### src/rtl/rob_pkg.sv
// Shared types and id/slot helpers for the reorder buffer.
// Slot s carries rename id s+1; id 0 means "no producer".
package rob_pkg;

  localparam int ROB_DEPTH = 16;
  localparam int ID_W      = 5;
  localparam int SLOT_W    = $clog2(ROB_DEPTH);
  localparam int CNT_W     = SLOT_W + 1;
  localparam int RD_W      = 5;
  localparam int XLEN      = 32;

  localparam logic [ID_W-1:0] ID_NONE = '0;

  typedef struct packed {
    logic            valid;
    logic            done;
    logic            mispred;
    logic [RD_W-1:0] rd;
    logic [XLEN-1:0] pc;
    logic [XLEN-1:0] data;
    logic [XLEN-1:0] target;
  } rob_entry_t;

  function automatic logic [SLOT_W-1:0] id_to_slot(input logic [ID_W-1:0] id);
    return SLOT_W'(id - ID_W'(1));
  endfunction

  function automatic logic [ID_W-1:0] slot_to_id(input logic [SLOT_W-1:0] slot);
    return ID_W'(slot) + ID_W'(1);
  endfunction

  function automatic logic id_in_range(input logic [ID_W-1:0] id);
    return (id != ID_NONE) && (id <= ID_W'(ROB_DEPTH));
  endfunction

  function automatic logic [SLOT_W-1:0] slot_inc(input logic [SLOT_W-1:0] slot);
    return (slot == SLOT_W'(ROB_DEPTH - 1)) ? '0 : slot + SLOT_W'(1);
  endfunction

endpackage

### src/rtl/rob_query.sv
// Operand lookup for one decode source: completed-but-uncommitted value by rename id.
// Same-cycle completion bus forwarding when ROB_CDB_FWD_EN is defined.
module rob_query
  import rob_pkg::*;
(
  input  logic            en,
  input  rob_entry_t      entries [ROB_DEPTH],
  input  logic [ID_W-1:0] id,
  input  logic            cdb_valid,
  input  logic [ID_W-1:0] cdb_id,
  input  logic [XLEN-1:0] cdb_data,
  output logic            rdy,
  output logic [XLEN-1:0] data
);

  rob_entry_t hit;
  logic       unused_hit;

  assign hit        = entries[id_to_slot(id)];
  assign unused_hit = ^{hit.pc, hit.target, hit.mispred, hit.rd};

`ifdef ROB_CDB_FWD_EN
  always_comb begin
    rdy  = 1'b0;
    data = '0;
    if (en && id_in_range(id) && hit.valid) begin
      if (cdb_valid && (cdb_id == id)) begin
        rdy  = 1'b1;
        data = cdb_data;
      end else if (hit.done) begin
        rdy  = 1'b1;
        data = hit.data;
      end
    end
  end
`else
  logic unused_cdb;
  assign unused_cdb = ^{cdb_valid, cdb_id, cdb_data};

  always_comb begin
    rdy  = 1'b0;
    data = '0;
    if (en && id_in_range(id) && hit.valid && hit.done) begin
      rdy  = 1'b1;
      data = hit.data;
    end
  end
`endif

endmodule

### src/rtl/rob.sv
// Reorder buffer: allocates rename ids, collects completions, retires in order.
// Optional same-cycle operand forwarding from the completion bus: ROB_CDB_FWD_EN.
module rob
  import rob_pkg::*;
(
  input  logic            clk,
  input  logic            rst,
  input  logic            rdy,
  input  logic            alloc_req,
  input  logic [RD_W-1:0] alloc_rd,
  input  logic [XLEN-1:0] alloc_pc,
  output logic [ID_W-1:0] alloc_id,
  output logic            full,
  input  logic            cdb_valid,
  input  logic [ID_W-1:0] cdb_id,
  input  logic [XLEN-1:0] cdb_data,
  input  logic            cdb_mispred,
  input  logic [XLEN-1:0] cdb_target,
  input  logic [ID_W-1:0] q1_id,
  input  logic [ID_W-1:0] q2_id,
  output logic            q1_rdy,
  output logic            q2_rdy,
  output logic [XLEN-1:0] q1_data,
  output logic [XLEN-1:0] q2_data,
  output logic            we,
  output logic [RD_W-1:0] waddr,
  output logic [ID_W-1:0] wid,
  output logic [XLEN-1:0] wdata,
  output logic            rst_c,
  output logic [XLEN-1:0] flush_pc
);

  rob_entry_t        entry_reg [ROB_DEPTH];
  logic [SLOT_W-1:0] head_reg;
  logic [SLOT_W-1:0] tail_reg;
  logic [CNT_W-1:0]  count_reg;

  rob_entry_t        head_entry;
  logic              commit;
  logic              flush;
  logic              alloc_fire;
  logic              cdb_fire;
  logic [SLOT_W-1:0] cdb_slot;
  logic              unused_pc;

  assign head_entry = entry_reg[head_reg];
  assign unused_pc  = ^head_entry.pc;

  assign commit     = rst && rdy && head_entry.valid && head_entry.done;
  assign flush      = commit && head_entry.mispred;
  assign full       = rst && (count_reg == CNT_W'(ROB_DEPTH));
  assign alloc_fire = rst && rdy && alloc_req && !full && !flush;
  assign cdb_slot   = id_to_slot(cdb_id);
  assign cdb_fire   = rst && rdy && cdb_valid && id_in_range(cdb_id)
                      && entry_reg[cdb_slot].valid && !flush;

  assign alloc_id = slot_to_id(tail_reg);
  assign we       = commit && (head_entry.rd != '0);
  assign waddr    = head_entry.rd;
  assign wid      = slot_to_id(head_reg);
  assign wdata    = head_entry.data;
  assign rst_c    = flush;
  assign flush_pc = head_entry.target;

  // Alloc and completion never hit the same slot: alloc needs it empty, cdb needs it valid.
  always_ff @(posedge clk) begin
    if (!rst) begin
      for (int i = 0; i < ROB_DEPTH; i++) entry_reg[i] <= '0;
    end else if (flush) begin
      for (int i = 0; i < ROB_DEPTH; i++) entry_reg[i].valid <= 1'b0;
    end else begin
      for (int i = 0; i < ROB_DEPTH; i++) begin
        if (commit && (head_reg == SLOT_W'(i))) entry_reg[i].valid <= 1'b0;
        if (alloc_fire && (tail_reg == SLOT_W'(i))) begin
          entry_reg[i].valid   <= 1'b1;
          entry_reg[i].done    <= 1'b0;
          entry_reg[i].mispred <= 1'b0;
          entry_reg[i].rd      <= alloc_rd;
          entry_reg[i].pc      <= alloc_pc;
        end
        if (cdb_fire && (cdb_slot == SLOT_W'(i))) begin
          entry_reg[i].done    <= 1'b1;
          entry_reg[i].data    <= cdb_data;
          entry_reg[i].mispred <= cdb_mispred;
          entry_reg[i].target  <= cdb_target;
        end
      end
    end
  end

  always_ff @(posedge clk) begin
    if (!rst || flush) begin
      head_reg  <= '0;
      tail_reg  <= '0;
      count_reg <= '0;
    end else begin
      if (commit)     head_reg <= slot_inc(head_reg);
      if (alloc_fire) tail_reg <= slot_inc(tail_reg);
      count_reg <= count_reg + CNT_W'(alloc_fire) - CNT_W'(commit);
    end
  end

  rob_query u_q1 (
    .en        (rst),
    .entries   (entry_reg),
    .id        (q1_id),
    .cdb_valid (cdb_valid),
    .cdb_id    (cdb_id),
    .cdb_data  (cdb_data),
    .rdy       (q1_rdy),
    .data      (q1_data)
  );

  rob_query u_q2 (
    .en        (rst),
    .entries   (entry_reg),
    .id        (q2_id),
    .cdb_valid (cdb_valid),
    .cdb_id    (cdb_id),
    .cdb_data  (cdb_data),
    .rdy       (q2_rdy),
    .data      (q2_data)
  );

endmodule
### config.mk
export PLATFORM = sky130hd
export DESIGN_NAME = rob
export DESIGN_NICKNAME = d
export VERILOG_FILES = /design/src/rtl/rob_pkg.sv /design/src/rtl/rob_query.sv /design/src/rtl/rob.sv
export SDC_FILE = /design/constraint.sdc
export NUM_CORES = 2
export LEC_CHECK = 0
export ABC_AREA = 1
export ABC_CLOCK_PERIOD_IN_PS = 4600
export CORE_UTILIZATION = 63
export CTS_CLUSTER_SIZE = 24
export DETAILED_ROUTE_END_ITERATION = 8
export HOLD_SLACK_MARGIN = 0.05
export PLACE_DENSITY = 0.81
export SLEW_MARGIN = 15
export SYNTH_ARGS = -nofsm -noshare
export SYNTH_HDL_FRONTEND = slang
export SYNTH_HIERARCHICAL = 1
export SYNTH_SLANG_ARGS = --single-unit
### constraint.sdc
create_clock -name clk -period 4.6 [get_ports clk]
set_clock_uncertainty 0.15 [all_clocks]
set_input_delay 0.92 -clock clk [delete_from_list [all_inputs] [get_ports clk]]
set_output_delay 0.92 -clock clk [all_outputs]
set_load 0.05 [all_outputs]
Yosys cells after proc, flatten, opt, wreduce, memory -nomap -nowiden
Cells that the tools add are included.
Widths: inputs -> output; s select.
{ "totals": {"register_bits": 1677, "latchBits": 0, "ramBits": 0, "rom_bits": 0, "output_inout_bits": 148, "memories": 0} }
{ "op_classes": {"n_addsub": 9, "multipliers": 0, "n_div": 0, "magnitude_cmp": 7, "eq_ne": 46, "shift": 0, "muxes": 66, "n_bitwise": 6, "reduce_logical": 162} }
{ "ops": {"columns": ["op", "n"], "rows": [
  ["$bmux 104 s4", 4],
  ["$mux 104", 8],
  ["$mux 40", 16],
  ["$eq 4x4->1 const B", 24],
  ["$reduce_and 2->1", 48],
  ["$logic_and 1x1->1", 70],
  ["$mux 32", 2],
  ["$reduce_bool 2->1", 32],
  ["$eq 4x3->1 const B", 12],
  ["$mux 2", 16],
  ["$eq 4x2->1 const B", 6],
  ["$ge 5x5->1 const B", 4],
  ["$not 4->5", 4],
  ["$reduce_bool 5->1", 4],
  ["$mux 1", 18],
  ["$le 5x5->1 const B", 3],
  ["$eq 4x1->1 const B", 3],
  ["$logic_not 4->1", 3],
  ["$sub 4x1->4 const B", 3],
  ["$add 4x1->5 const B", 2],
  ["$add 4x1->4 const B", 2],
  ["$mux 4", 2],
  ["$add 5x1->5", 1],
  ["$eq 5x5->1 const B", 1],
  ["other kinds (5)", 8]
]} }

Longest topological paths before layout
{ "depth": {"ltp_word": 12, "depth_mapped": 26} }

Modules after synthesis
The synthesis kept the hierarchy.
{ "modules_own_cells": {"columns": ["module", "n_inst", "cells_per_inst", "area_each_um2", "seq_area_each_um2"], "rows": [
  ["rob", 1, 10994, 74373.8, 33572.2],
  ["rob_query", 2, 1183, 5450.2, 0.0]
]} }

Least setup slack after synthesis
OpenSTA, ideal clock, no wires.
{ "synth_path": {"path_type": "input-to-reg", "startpoint": "in rst", "endpoint": "reg count_reg[4]", "setup_ns": 0.126, "arrival_ns": 4.052, "slack_ns": 0.272, "stages": 17, "path_buffers": 1, "path_cell_list": "nand3_1 > nor3_1 > nor2_1 > clkbuf_1 > nand2_1 > ha_1 > inv_1 > ha_1 > inv_1 > fa_1 > inv_1 > a21oi_1 > nor2_1 > nor2_1 > xor2_1 > inv_1 > nor2_1"} }
{ "synth_via": {"word_cells_on_any_way": 14} }
{ "synth_lines": {"columns": ["element", "line_no", "text"], "rows": [
  ["start, declared", "rob.sv:7", "input logic rst,"],
  ["$logic_and 1x1->1", "rob.sv:51", "assign full = rst && (count_reg == CNT_W'(ROB_DEPTH));"],
  ["named net full", "rob.sv:13", "output logic full,"],
  ["$logic_not 1->1", "rob.sv:52", "assign alloc_fire = rst && rdy && alloc_req && !full && !flush;"],
  ["$logic_and 1x1->1 (2 in a row)", "rob.sv:52", null],
  ["$add 5x1->5", "rob.sv:99", "count_reg <= count_reg + CNT_W'(alloc_fire) - CNT_W'(commit);"],
  ["$sub 5x1->5", "rob.sv:99", null],
  ["end signal, assigned", "rob.sv:99", null],
  ["end, declared", "rob.sv:36", "logic [CNT_W-1:0] count_reg;"]
]} }
The timed path passes the listed nets, and every way through them passes these cells.
A chain may end at the register's enable or synchronous reset.

Worst setup path in the final report
{ "layout_path": {"startpoint": "reg head_reg[0]", "endpoint": "out wdata[26]"} }
{ "layout_via": {"elab_chain_cells": 4} }
{ "layout_rtl": {"columns": ["element", "line_no", "text"], "rows": [
  ["start, declared", "rob.sv:34", "logic [SLOT_W-1:0] head_reg;"],
  ["start signal, assigned", "rob.sv:97", "if (commit) head_reg <= slot_inc(head_reg);"],
  ["$not 4->5 (implied by the code)", "rob.sv:46", "assign head_entry = entry_reg[head_reg];"],
  ["$bmux 104 s4", "rob.sv:46", null],
  ["$mux 104 (implied by the code) (2 in a row)", "rob.sv:46", null],
  ["end, declared", "rob.sv:28", "output logic [XLEN-1:0] wdata,"]
]} }
Every way passes these cells. The select of a mux whose other input is x is not followed.

==> run_results.csv <==
group,metric,value,unit
timing,slew_headroom,20.0,%
setup_path,cpPeakStageDelay,0.60,ns
floorplan,dieArea,107000,µm²
global_routing,grt_pass1_vias,66900,
global_routing,antenna_found_initial,18,
synth,yosysWarnings,6,
power_and_ir_drop,vdd_drop_max,0.000382,V
timing,period_share,101,%
routing,drt-wirelength-per-cell,19.8,µm
clocking,ctsResizeCount,0,
min_path,hold_path_class,"reg2reg",
status,status,"finished, violations left",
global_routing,grt_max_degree,197,
clocking,clkSinkCount,1165,
floorplan,start_util,63.8,%
run,drv_cap,0,
clocking,cts_setup_buffers,0,
status,violations,"negative setup slack",
placed_design,hpwl,130,mm
setup_path,crit_path_frequent_cell,"buf_12",
setup_path,path_delay_family,"buffers and inverters",
clocking,hold_buffers,0,
synth,avgSynthCellArea,6.00,µm²
global_routing,gr-usage-all-layers,42.9,%
global_routing,grt_overflow,0,
placed_design,gp_congestion,0.936,
routing,wl,238,mm
floorplan,die_y,326,µm
setup_path,worstPathCellList,"buf_12 > buf_12 > o21ai_0 > o21ai_0 > nand2_1 > nand4_1 > buf_12",
routing,ant_nets,0,
setup_path,critical_path_arrival,3.58,ns
timing,timing.hold.ws,0.309,ns
setup_path,r2r_slack,0.78,ns
routing,drt_pass1_iterations,9,
setup_path,crit_buf_inv,3,
routing,vias_per_cell,6.09,
timing,worst_slack,-0.0453,ns
timing,fmax,215,MHz
power_and_ir_drop,leakage,30.3,nW
timing,fin_crit,4.65,ns
setup_path,required,3.53,ns
clocking,clk_path_buf_depth,3,
timing,rsz0062_at_grt,"no",
timing,slew_viol_final,0,
setup_path,crit_type,"reg2out",
clocking,clk_pin_slew_worst_paths,0.06,ns
global_routing,grt_pass1_wl,368,mm
clocking,clock_latency,0.77,ns
synth,synth_area,66300,µm²
finish,largest_reg_flops,1152,
routing,drtIter0Drc,10500,
floorplan,rows,118,
placed_design,placed_cells,11800,
finish,nNetsFinal,10600,
routing,drc,0,
synth,synth_nets,11200,
setup_path,critPathCaptureType,"primary output",
timing,finalHoldViolations,0,
clocking,htreeDepth,3,
timing,finalSetupViolations,1,
setup_path,critPathLaunchType,"register",
clocking,cts_root_buf,"clkbuf_16",
finish,area_growth_syn_to_layout,9.40,%
finish,layout-drive-gt1-share,5.99,%
floorplan,ios,270,
placed_design,port_buffers,237,
power_and_ir_drop,powerDensity,312,nW/µm²
clocking,tritoncts,"yes",
floorplan,die_w,326,µm
timing,worst_pin_slew,1.20,ns
setup_path,cp_max_fo,105,
clocking,cts_made_buffers,121,
routing,vias,73000,
synth,syn-instance-count,11100,
floorplan,core,104000,µm²
setup_path,cpMaxStageDelayCell,"buf_12",
finish,layoutNonFillerInstCount,12000,
-- area by class of cell --
cell class / count / area (µm²)
multi-input cells: 8168 / 35700
fillers: 9027 / 31400
flip-flops and latches: 1165 / 23300
repair buffers: 409 / 5210
clock buffers: 179 / 3530
inverters: 636 / 2460
well taps: 1380 / 1730
clock inverters: 43 / 522
diodes: 10 / 25.0
-- final timing paths --
path,end,cells past startpoint,from
worst min-delay path,entry_reg[932],2,entry_reg[932]
worst min register to register,entry_reg[932],2,entry_reg[932]
worst max-delay path,wdata[26],7,head_reg[0]
worst max register to register,entry_reg[330],16,head_reg[1]
-- report_power, final --
part | leakage [nW] | internal, mW | switching (mW)
combinational | 18.9 | 0.619 | 1.78
clock | 1.98 | 5.75 | 4.34
sequential | 9.38 | 10.1 | 0.0225
total | 30.3 | 16.5 | 6.14
-- per-stage QoR --
step	power [mW]	TNS [ns]	worst slack (ns)	util (%)	area (µm²)
after floorplan	11.8	0	0.345	-	66300
after global placement	12.6	0	0.183	65.9	68500
after detailed placement	12.6	0	0.202	65.9	68500
after CTS	22.5	0	0.0639	69.8	72500
after global routing	23.1	0	0.00585	69.8	72500
final	22.6	-0.0453	-0.0453	69.8	72500
-- per-layer routing --
metal,up-vias,wire length [µm],part of all wire (%),global-route usage [%]
met3,1272,31800,13,9.32
met1,32500,84500,36,52.4
met4,18,18400,7.8,29.6
li1,34000,-,-,-
met5,-,119,0.050,0.222
met2,5237,103000,43,67.4
-- cells in the final DEF (no fill, tap or decap), drive strengths merged --
master and instances:
nand2 3486, nor2 1429, nand3 1366, dfxtp 1165, a21oi 973, o21ai 758
inv 634, buf 312, clkbuf 181, nand4 110, clkdlybuf4s50 95, clkinv 31
ha 23, diode 10, xor2 10, bufinv 8, clkinvlp 6, nor3 4
xnor2 3, a41oi 1, nor3b 1, a211oi 1, o21bai 1, or2 1
fa 1
-- worst reg2reg max path: cells and delay by family (launching register included) --
kind / cells / cell delay (ns)
simple gates: 11 / 1.34
buf+inv: 5 / 1.61
flops: 1 / 0.59
(Power assumes the default switching activity.)
